===== src/rtl/spike_encoder.sv =====
// Rate-coding spike encoder: turns per-channel intensities into a TIMESTEPS-long spike train.
// Define SPIKE_ENCODER_DETERMINISTIC_EN for phase-accumulator coding; default is per-channel LFSR coding.

module spike_lane #(
  parameter int          W    = 8,
  parameter logic [15:0] SEED = 16'hACE1
) (
  input  logic         clk,
  input  logic         rst,
  input  logic         clear,
  input  logic         advance,
  input  logic [W-1:0] intensity,
  output logic         spike
);
`ifdef SPIKE_ENCODER_DETERMINISTIC_EN
  logic [W-1:0] acc;
  logic [W:0]   sum;

  // Carry-out of acc+intensity fires exactly floor(n*I/2^W) times over n steps.
  assign sum   = {1'b0, acc} + {1'b0, intensity};
  assign spike = sum[W];

  always_ff @(posedge clk or posedge rst) begin
    if (rst)          acc <= '0;
    else if (clear)   acc <= '0;
    else if (advance) acc <= sum[W-1:0];
  end
`else
  // A zero seed would lock the LFSR, so fall back to the default seed.
  localparam logic [15:0] START = (SEED == 16'h0000) ? 16'hACE1 : SEED;
  logic [15:0] lfsr;

  always_ff @(posedge clk or posedge rst) begin
    if (rst)          lfsr <= START;
    else if (clear)   lfsr <= START;
    else if (advance) lfsr <= {lfsr[14:0], lfsr[15] ^ lfsr[13] ^ lfsr[12] ^ lfsr[10]};
  end

  // Random-mode comparison uses the low W bits, so W must not exceed 16.
  assign spike = lfsr[W-1:0] < intensity;
`endif
endmodule

module spike_encoder #(
  parameter int          NUM_INPUTS      = 4,
  parameter int          INTENSITY_WIDTH = 8,
  parameter int          TIMESTEPS       = 100,
  parameter logic [15:0] LFSR_SEED       = 16'hACE1
) (
  input  logic                                  clk,
  input  logic                                  rst,
  input  logic                                  load_valid,
  output logic                                  load_ready,
  input  logic [NUM_INPUTS*INTENSITY_WIDTH-1:0] load_data,
  input  logic                                  start,
  output logic                                  busy,
  output logic                                  done,
  output logic                                  spike_valid,
  output logic [NUM_INPUTS-1:0]                 spike_out,
  output logic [15:0]                           timestep
);
  localparam logic [1:0]  IDLE = 2'd0;
  localparam logic [1:0]  RUN  = 2'd1;
  localparam logic [1:0]  DONE = 2'd2;
  localparam logic [15:0] LAST = 16'(TIMESTEPS - 1);

  logic [1:0]                                 state;
  logic [15:0]                                count;
  logic [NUM_INPUTS-1:0][INTENSITY_WIDTH-1:0] intensity;
  logic [NUM_INPUTS-1:0]                      raw;
  logic                                       go;

  assign go = (state == IDLE) && start;

  always_ff @(posedge clk or posedge rst) begin
    if (rst) begin
      state <= IDLE;
      count <= '0;
    end else begin
      case (state)
        IDLE: if (start) begin
          state <= RUN;
          count <= '0;
        end
        RUN: begin
          if (count == LAST) state <= DONE;
          else               count <= count + 16'd1;
        end
        DONE:    state <= IDLE;
        default: state <= IDLE;
      endcase
    end
  end

  // A load coinciding with start lands here on the same edge, so timestep 0 already sees it.
  always_ff @(posedge clk or posedge rst) begin
    if (rst)                          intensity <= '0;
    else if (load_valid && load_ready) intensity <= load_data;
  end

  generate
    for (genvar i = 0; i < NUM_INPUTS; i++) begin : g_lane
      spike_lane #(
        .W    (INTENSITY_WIDTH),
        .SEED (LFSR_SEED ^ 16'(i))
      ) u_lane (
        .clk       (clk),
        .rst       (rst),
        .clear     (go),
        .advance   (state == RUN),
        .intensity (intensity[i]),
        .spike     (raw[i])
      );
    end
  endgenerate

  assign load_ready  = (state == IDLE);
  assign busy        = (state == RUN) || (state == DONE);
  assign done        = (state == DONE);
  assign spike_valid = (state == RUN);
  assign spike_out   = spike_valid ? raw : '0;
  assign timestep    = count;
endmodule


===== config.mk =====
export PLATFORM = sky130hd
export DESIGN_NAME = spike_encoder
export DESIGN_NICKNAME = d
export VERILOG_FILES = /design/src/rtl/spike_encoder.sv
export SDC_FILE = /design/constraint.sdc
export NUM_CORES = 1
export LEC_CHECK = 0
export BUFFER_PORTS_ARGS = -buffer_cell sky130_fd_sc_hd__buf_2
export CORE_ASPECT_RATIO = 1.1
export CORE_MARGIN = 2
export CORE_UTILIZATION = 54
export CTS_CLUSTER_DIAMETER = 100
export DETAILED_ROUTE_END_ITERATION = 10
export PLACE_DENSITY = 0.72
export SLEW_MARGIN = 20
export SYNTH_ARGS = -nofsm -noshare
export SYNTH_HDL_FRONTEND = slang
export SYNTH_SLANG_ARGS = --single-unit

===== constraint.sdc =====
create_clock -name clk -period 5.96 [get_ports clk]
set_input_delay 1.788 -clock clk [delete_from_list [all_inputs] [get_ports clk]]
set_output_delay 1.788 -clock clk [all_outputs]
set_load 0.02 [all_outputs]

==> flow_metrics.env <==
export IMPL_ant_nets=0
export IMPL_power_total_w=0.00199
export IMPL_relSlewSlack_pct=25.8
export IMPL_rsz0062_at_grt="no"
export IMPL_setup_viol_count_final=0
export IMPL_syn_area_um2=5730
export IMPL_cts_max_level=4
export IMPL_synth_seq_area_share_pct=50.5
export IMPL_clk_pin_slew_worst_paths_ns=0.05
export IMPL_outcome="completed"
export IMPL_place_port_buffers=59
export IMPL_core_um2=10300
export IMPL_layout_common_cells="dfrtp_1 (82), mux2i_1 (64), buf_2 (59)"
export IMPL_cp_cell_sequence="inv_1 > ha_4 > buf_4 > buf_2"
export IMPL_cts_root_buf="clkbuf_16"
export IMPL_cts_sinks=114
export IMPL_avgSynthCellArea_um2=11.5
export IMPL_setup_tns_ns=0
export IMPL_dieArea_um2=11500
export IMPL_hold_viol=0
export IMPL_final_nets=623
export IMPL_leakagePower_nw=3.53
export IMPL_worst_r2r_endpoint="timestep[10]"
export IMPL_rr_worst_depth=7
export IMPL_die_y_um=112
export IMPL_worst_hold_path_endpoint="g_lane[3].u_lane.lfsr[15]"
export IMPL_grt_util_all_layers_pct=20.4
export IMPL_dr_pass1_iters=5
export IMPL_drv_cap=0
export IMPL_synth_cells=497
export IMPL_die_w_um=102
export IMPL_via_per_inst=5.44
export IMPL_grt_max_degree=75
export IMPL_cp_slowest_cell="buf_4"
export IMPL_area_growth_pct=19.0
export IMPL_yosys_most_used_dff="dfrtp_1"
export IMPL_drc=0
export IMPL_wl_um=10500
export IMPL_hp_start="g_lane[3].u_lane.lfsr[14]"
export IMPL_synthArstFlopShare_pct=100
export IMPL_max_freq_mhz=251
export IMPL_placed_cells=679
export IMPL_gp_congestion=0.797
export IMPL_grt_pass1_vias=3910
export IMPL_ys_seq_elements=114
export IMPL_required_ns=4.17
export IMPL_final_cells=711
export IMPL_holdPathStages=2
export IMPL_slew_violations=0
export IMPL_drt_iter0_drc=164
export IMPL_cts_made_buffers=17
export IMPL_row_count=39
export IMPL_max_slew_worst_pin_slew_ns=1.11
export IMPL_start_util_pct=55.4
export IMPL_clk_insertion_delay_late_ns=0.41
export IMPL_grt_pass1_wl_um=18300
export IMPL_worstSetupEndpointType="primary output"
export IMPL_mostFrequentLayoutCell="dfrtp_1"
export IMPL_reg2reg_slack_ns=3.24
export IMPL_antenna_found_initial=0
export IMPL_ys_types=49
export IMPL_min_period_ns=3.98
export IMPL_hp_class="reg -> reg"
export IMPL_hpwl_um=6640
export IMPL_post_drt_wl_per_cell_um=14.7
export IMPL_r2r_start="state[1]"
export IMPL_max_stage_delay_ns=0.81
export IMPL_synth_edff_count=0
export IMPL_synth_yosys_warnings=0
export IMPL_fin_util_pct=65.9
export IMPL_fin_skew_ns=0.00839
export IMPL_period_share_pct=66.7
export IMPL_cts_resized_gates=0
export IMPL_peakVddDrop_uv=155
export IMPL_overflow=0
export IMPL_cts_hold_buf=0
export IMPL_synthesis_nets=565
export IMPL_worstSetupStartpointType="flop"
export IMPL_dr_total_vias=3865
export IMPL_power_density_nw_per_um2=291
export IMPL_layout_drive_gt1_share_pct=29.6
export IMPL_cp_data_arrival_time_ns=2.19
export IMPL_io_pins=60
export IMPL_crit_type="reg -> out"
export IMPL_cts_setup_buffers=0
export IMPL_diodes=0
export IMPL_cts_tree="yes"
export IMPL_cts_path_max_buffers=2
export IMPL_path_max_fanout=74
## metal layers
metal	up-vias	part of all wire (%)	GRT usage (%)
li1	1871	-	-
met5	-	0	0
met1	1903	46	26.2
met4	0	1.2	8.44
met2	78	49	32.6
met3	13	3.6	5.48
## kinds of logic (layout without fill, tap and decap cells)
group,count (synthesis),count (layout),share of synthesized area [%]
mux,96,96,17.5
compound gates,63,63,8.04
flops,114,114,50.5
fa+ha+maj,32,32,6.99
buf+inv,57,128,4.32
xor+xnor,12,12,1.83
simple gates,123,123,10.9
## critical path, delay by kind of cell (launching register included)
family,cells,cell delay [ns]
DFF,1,0.39
buffers and inverters,3,1.24
adders and majority gates,1,0.14
## area by class of cell
type	instances	area [µm²]
Clock buffer	22	464
Sequential cell	114	2890
Inverter	32	123
Clock inverter	10	228
Tap cell	143	179
Fill cell	817	3520
Multi-Input combinational cell	326	2600
Timing Repair Buffer	64	333
## power by group
group | leakage, nW | total (W) | internal [W] | switching [W]
sequential | 1.39 | 0.000776 | 0.000776 | 0
clock | 0.334 | 0.00118 | 0.000847 | 0.000337
combinational | 1.80 | 0.0000263 | 0.00000874 | 0.0000176
total | 3.53 | 0.00199 | 0.00163 | 0.000355
## how the worst max path moves through the flow
stage                  start                   endpoint  slack, ns  cells after the start
floorplan                rst  g_lane[0].u_lane.lfsr[12]       1.21                      1
global placement    state[1]                spike_valid       2.41                      4
detailed placement  state[1]                spike_valid       2.39                      4
CTS                 state[1]                spike_valid       1.94                      4
global route        state[1]                spike_valid       1.84                      4
finish              state[1]                spike_valid       1.98                      4
## sequential cells by signal, summed over array words and instances, names as in the netlist
| name | cells |
|---|---|
| g_lane.u_lane.lfsr | 64 |
| timestep | 16 |
| intensity | 32 |
| state | 2 |
## cells in the mapped netlist (all sizes together), types with 6 or more instances
| master | instances | area [µm²] |
|---|---|---|
| clkbuf | 9 | 33.8 |
| nand2 | 42 | 158 |
| inv | 32 | 120 |
| ha | 32 | 400 |
| a211oi | 10 | 75.1 |
| buf | 16 | 93.8 |
| nor2 | 40 | 150 |
| xnor2 | 10 | 87.6 |
| mux2i | 64 | 641 |
| mux2 | 32 | 360 |
| dfrtp | 82 | 2050 |
| a21o | 6 | 45.0 |
| a31oi | 11 | 68.8 |
| o21ai | 8 | 51.3 |
| nand3 | 6 | 35.0 |
| dfstp | 32 | 841 |
| nand2b | 10 | 62.6 |
## stage by stage
step,setup slack [ns],hold WS (ns),cell area (µm²)
CTS,1.94,0.499,6820
global placement,2.41,0.482,6130
global route,1.84,0.513,6820
floorplan,1.21,0.468,5730
finish,1.98,0.501,6820
detailed placement,2.39,0.486,6130
Note: power is estimated with default switching activity, not from simulation.
